<file path="src/rtl/ifetch_pkg.sv">
// rtl/ifetch_pkg.sv - shared types and constants for the instruction fetch stage
package ifetch_pkg;

    localparam logic [31:0] NOP_INSTR        = 32'hE1A0_0000;
    localparam logic [31:0] DEFAULT_RESET_PC = 32'h0000_0000;

    typedef struct packed {
        logic [31:0] pc;
        logic [31:0] instr;
    } fetch_entry_t;

endpackage

</file>
<file path="src/rtl/ifetch_fetch_queue.sv">
// rtl/ifetch_fetch_queue.sv - flushable FIFO of fetched {pc, instr} entries
module fetch_queue
    import ifetch_pkg::*;
#(
    parameter int DEPTH = 2,
    localparam int PW = (DEPTH > 1) ? $clog2(DEPTH) : 1,
    localparam int CW = $clog2(DEPTH + 1)
) (
    input  logic          clk,
    input  logic          reset,
    input  logic          flush,
    input  logic          push,
    input  fetch_entry_t  push_entry,
    input  logic          pop,
    output fetch_entry_t  head,
    output logic [CW-1:0] count
);

    localparam logic [CW-1:0] FULL = CW'(DEPTH);

    fetch_entry_t  mem_q [DEPTH];
    logic [PW-1:0] rd_ptr;
    logic [PW-1:0] wr_ptr;
    logic          do_pop;
    logic          do_push;

    // A push into a full queue is only accepted when the head leaves in the same cycle.
    assign do_pop  = pop & (count != '0);
    assign do_push = push & ((count != FULL) | do_pop);
    assign head    = mem_q[rd_ptr];

    always_ff @(posedge clk) begin
        if (reset || flush) begin
            rd_ptr <= '0;
            wr_ptr <= '0;
            count  <= '0;
        end else begin
            if (do_pop)
                rd_ptr <= rd_ptr + PW'(1);
            if (do_push)
                wr_ptr <= wr_ptr + PW'(1);
            if (do_push && !do_pop)
                count <= count + CW'(1);
            else if (do_pop && !do_push)
                count <= count - CW'(1);
        end
    end

    always_ff @(posedge clk) begin
        if (do_push && !(reset || flush))
            mem_q[wr_ptr] <= push_entry;
    end

endmodule

</file>
<file path="src/rtl/ifetch.sv">
// rtl/ifetch.sv - fetch PC, imem req/ack handshake and decode-facing instruction queue
// Optional IFETCH_PERF_EN adds FetchCount/BubbleCount performance counters.
module ifetch
    import ifetch_pkg::*;
#(
    parameter logic [31:0] RESET_PC = DEFAULT_RESET_PC,
    parameter int          QDEPTH   = 2
) (
    input  logic        clk,
    input  logic        reset,
    input  logic        stall,
    input  logic        Redirect,
    input  logic [31:0] RedirectPC,
    output logic        ImemReq,
    output logic [31:0] ImemAddr,
    input  logic        ImemAck,
    input  logic [31:0] ImemRData,
    output logic [31:0] InstrF,
    output logic [31:0] PCPlus8F,
`ifdef IFETCH_PERF_EN
    output logic [31:0] FetchCount,
    output logic [31:0] BubbleCount,
`endif
    output logic        ValidF
);

    localparam int            CW   = $clog2(QDEPTH + 1);
    localparam logic [CW-1:0] FULL = CW'(QDEPTH);

    logic [31:0]   pc_q;
    logic [CW-1:0] count;
    fetch_entry_t  head;
    fetch_entry_t  push_entry;
    logic          push;
    logic          pop;

    // Eligibility uses the pre-pop count; a full queue draining this cycle still bubbles.
    assign ImemReq  = ~reset & ~Redirect & (count < FULL);
    assign ImemAddr = pc_q;
    assign push     = ImemReq & ImemAck;
    assign pop      = ValidF & ~stall;

    assign push_entry.pc    = pc_q;
    assign push_entry.instr = ImemRData;

    // Decode outputs come only from registered queue/PC state, never from stall.
    assign ValidF   = (count != '0);
    assign InstrF   = ValidF ? head.instr : NOP_INSTR;
    assign PCPlus8F = ValidF ? (head.pc + 32'd8) : (pc_q + 32'd8);

    fetch_queue #(
        .DEPTH (QDEPTH)
    ) u_queue (
        .clk        (clk),
        .reset      (reset),
        .flush      (Redirect),
        .push       (push),
        .push_entry (push_entry),
        .pop        (pop),
        .head       (head),
        .count      (count)
    );

    always_ff @(posedge clk) begin
        if (reset)
            pc_q <= RESET_PC;
        else if (Redirect)
            pc_q <= RedirectPC;
        else if (push)
            pc_q <= pc_q + 32'd4;
    end

`ifdef IFETCH_PERF_EN
    always_ff @(posedge clk) begin
        if (reset) begin
            FetchCount  <= '0;
            BubbleCount <= '0;
        end else begin
            if (push)
                FetchCount <= FetchCount + 32'd1;
            if (!ValidF && !stall)
                BubbleCount <= BubbleCount + 32'd1;
        end
    end
`endif

endmodule

</file>
<file path="config.mk">
export PLATFORM = sky130hd
export DESIGN_NAME = ifetch
export DESIGN_NICKNAME = d
export VERILOG_FILES = /design/src/rtl/ifetch_pkg.sv /design/src/rtl/ifetch_fetch_queue.sv /design/src/rtl/ifetch.sv
export SDC_FILE = /design/constraint.sdc
export NUM_CORES = 1
export LEC_CHECK = 0
export CORE_AREA = 2 2 132 134
export DETAILED_ROUTE_END_ITERATION = 10
export DIE_AREA = 0 0 134 136
export GPL_ROUTABILITY_DRIVEN = 0
export GPL_TIMING_DRIVEN = 0
export PLACE_DENSITY = 0.76
export SLEW_MARGIN = 10
export SYNTH_ARGS = -nofsm -noshare
export SYNTH_HDL_FRONTEND = slang
export SYNTH_SLANG_ARGS = --single-unit
</file>
<file path="constraint.sdc">
create_clock -name clk -period 4.55 [get_ports clk]
set_input_delay 0.6825 -clock clk [delete_from_list [all_inputs] [get_ports clk]]
set_output_delay 0.6825 -clock clk [all_outputs]
set_load 0.005 [all_outputs]
</file>
==> results by group <==
Layout
  – Fill cells: 1,278
  – Share of cells above drive strength 1: 11.0%
  – Register area: 4580 um2
  – Nets: 878
  – Area of the multi-input gates: 2870 um2
  – Number of inserted diodes: 0
  – Area Overhead vs Synth: 34.2%

Place
  – DP HPWL: 14.1 mm
  – Pre-CTS setup slack: 0.437 ns
  – IO Port Bufs: 165

Timing
  – Endpoints failing setup: 0
  – RSZ-0062 raised after global routing: false
  – Relative slew margins: 51.7%
  – Tcrit/Tclk final: 96.3%
  – Peak Freq: 0.228 GHz
  – Worst setup margin: 0.167 ns
  – Fin Clk Skew: 0.0149 ns
  – Final Slew Violations: 0
  – Number of hold violations in the final report: 0
  – Tmin final: 4.38 ns
  – Slew @ Worst Pin: 0.725 ns
  – Final setup TNS: 0 ns

Synthesis
  – Flip-flop and latch count after synthesis: 165
  – Synth unique cells: 51
  – Post-synth top flop: edfxtp_1
  – Synth warnings: 0
  – EDFF count, synth: 128
  – Syn_nets: 691
  – Sequential cell area fraction in the yosys report: 60.1%
  – Synthesized area: 7630 um2
  – Async set-reset flop share out of synthesis: 0%
  – Syn_area_per_cell: 12.3 um2
  – Cells after Synth: 619

Die
  – Initial core utilization: 45.2%
  – Die area: 18,200 um2
  – Site Rows: 48
  – Die W: 134 um
  – Height of the die: 136 um
  – Core region area: 16,900 um2
  – IO Pins: 167

Clock tree
  – CTS tree: built
  – CTS root buffer: clkbuf_16
  – Clock latency on the worst-skew pair: 0.43 ns
  – CTS Sinks: 165
  – Total CTS buffers: 17
  – Max clock buf depth: 2
  – CTS H-tree lvls: 4
  – Clk slew on worst S/H paths: 0.07 ns

Power
  – P per Cell Area: 344 nW/um2
  – Power Total: 3.52 mW
  – Sw Ratio: 23.3%
  – Peak supply drop: 279 uV
  – Power share of the clock group: 39.7%
  – Sequential share of power: 48.7%
  – P_sw: 0.818 mW
  – Internal cell power: 2.70 mW
  – Leak Pwr: 3.24 nW
  – Power share of the combinational group: 11.6%

Flow run
  – Max Cap Violations: 0

Global route
  – M3 GR Usage: 4.96%
  – Initial antenna violation count: 0
  – Grt met1 use: 26.7%
  – First-pass GRT wire length: 30.1 mm
  – GRT met2 Usage: 36.6%
  – Largest net degree at the start of global routing: 54
  – All-Layer GR Usage: 21.8%
  – Vias in the first global route: 5,674
  – Top Usage Layer GRT: met2
  – Overflow after GRT: 0

Setup path
  – CP Class: flip-flop to output port
  – Critical path cell sequence: nor2_4 > clkinv_4 > buf_12 > mux2i_1 > inv_1 > ha_1 > inv_1 > nor2_2 > nand3_4 > nor4b_2 > xnor2_1 > clkdlybuf4s50_1
  – CP max stage cell: clkdlybuf4s50_1
  – CP Data Required Time: 3.87 ns
  – CP Launch Type: flip-flop
  – Crit path DAT: 3.70 ns
  – Crit Path Max Fanout: 10
  – Cell family with most CP delay: simple AND/OR/NAND/NOR gates
  – CP most frequent cell: inv_1
  – CP Buf/Inv Count: 5
  – Crit path largest cell delay: 0.54 ns
  – Crit end category: output port

Outcome
  – Outcome: completed

Min path
  – HP Class: flip-flop to flip-flop

Detailed routing
  – Drt wl/cell: 18.8 um
  – Final wirelength: 19.6 mm
  – DRT antenna net count: 0
  – Via count: 5,670
  – TritonRoute pass-1 iters: 5
  – # DRC: 0
  – Via density: 5.43
  – Initial DRC Count: 437
cell families (layout without fill, tap and decap cells):
group	count (synthesis)	after routing	share of synthesized area [%]
compound gates	62	62	4.89
fa+ha+maj	3	3	0.492
simple gates	214	214	14.3
buf+inv	40	240	2.64
flops	165	165	60.1
xor+xnor	42	42	4.82
mux	93	93	12.8
metrics by stage:
step	instance area (um2)	utilization, %	cells	hold WS (ns)
floorplan	7630	-	619	0.472
global placement	9570	56.7	1009	0.485
detailed placement	9640	57.1	1012	0.495
CTS	10200	60.6	1044	0.517
global route	10200	60.7	1044	0.542
finish	10200	60.7	1044	0.510
layout by cell type, fill, tap and decap left out, types with 4 or more instances in the layout:
cell type,instances
clkbuf_1,18
a32oi_1,4
and3_1,7
xor2_1,16
clkdlybuf4s50_1,165
inv_1,8
mux2i_1,65
dfxtp_1,37
nand4_1,11
clkbuf_16,17
mux2_2,24
nor2_1,70
nor3_1,14
a21oi_1,32
nor4_1,6
clkinvlp_4,4
buf_1,4
o21ai_0,7
edfxtp_1,128
a31oi_1,6
xnor2_1,26
or3_1,10
nand3_1,13
nand2_1,57
nor4_2,4
Yosys cell counts, types with 2 or more instances:
library cell	instances	area, um2
nor4_1	6	37.5
edfxtp_1	128	3840
buf_2	3	15.0
ha_1	3	37.5
mux2_2	24	270
nand3_1	13	65.1
or3_1	10	62.6
nor2_1	72	270
and4_1	2	17.5
and3_1	7	43.8
a31oi_1	6	37.5
buf_1	4	15.0
clkbuf_1	18	67.6
nand3_2	2	20.0
nand2_1	57	214
o311ai_0	3	26.3
nand2b_1	3	18.8
dfxtp_1	37	741
a32oi_1	4	35.0
buf_6	3	33.8
o21ai_0	7	35.0
mux2i_1	65	651
nand4_1	11	68.8
xnor2_1	26	228
nor4_4	3	63.8
xor2_1	16	140
mux2i_2	3	41.3
or2_2	2	12.5
a21oi_1	32	160
inv_1	8	30.0
o211ai_1	3	22.5
nor4_2	4	50.1
nor3_1	14	70.1
a211oi_1	3	22.5
flip-flops by register name, indices dropped and copies added (netlist names), named ones only:
name            count
u_queue.count       2
u_queue.wr_ptr      1
u_queue.mem_q     128
ImemAddr           32
u_queue.rd_ptr      1
power by group through the flow:
stage                     Clock, mW  Combinational (mW)  Sequential [mW]
after global placement            0               0.390             1.74
after CTS                      1.42               0.408             1.71
after detailed placement          0               0.405             1.75
final                          1.40               0.407             1.71
after global routing           1.48               0.439             1.72
after floorplan                   0               0.175             1.73
timing repair:
| action | CTS | global route |
|---|---|---|
| hold buffers | 0 | 0 |
| gates resized for setup | 1 | 2 |
| setup endpoints to repair | 1 | 3 |
| setup buffers | 0 | 0 |
per-layer routing:
| metal | wire (um) | up-vias |
|---|---|---|
| met3 | 1450 | 51 |
| met1 | 7930 | 2704 |
| met5 | 0 | - |
| met4 | 621 | 0 |
| li1 | - | 2646 |
| met2 | 9580 | 269 |
worst min-delay path: cells and delay by family, from the launching register on:
kind | cells | cell delay [ns]
flip-flops | 1 | 0.32
XOR/XNOR | 1 | 0.08
AND/OR/NAND/NOR | 1 | 0.08
area by class of cell:
cell class | count | share of cell area [%]
clock buffer | 17 | 4.15
tap | 225 | 2.75
sequential | 165 | 44.8
buffer | 30 | 1.55
clock inverter | 15 | 1.52
multi-input combinational | 414 | 28.0
inverter | 10 | 0.415
timing repair buffer | 168 | 16.8
worst paths after layout:
| check | depth (start not counted) | end | start | slack, ns |
|---|---|---|---|---|
| max | 12 | PCPlus8F[23] | u_queue.count[1]$_SDFFE_PP0P_ | 0.17 |
| min | 2 | flip-flop | u_queue.rd_ptr$_SDFFE_PP0P_ | 0.51 |
| max reg2reg | 8 | u_queue.count[1]$_SDFFE_PP0P_ | u_queue.count[1]$_SDFFE_PP0P_ | 2.01 |
| min reg2reg | 2 | flip-flop | u_queue.rd_ptr$_SDFFE_PP0P_ | 0.51 |
Power figures use the tool's default switching activity.
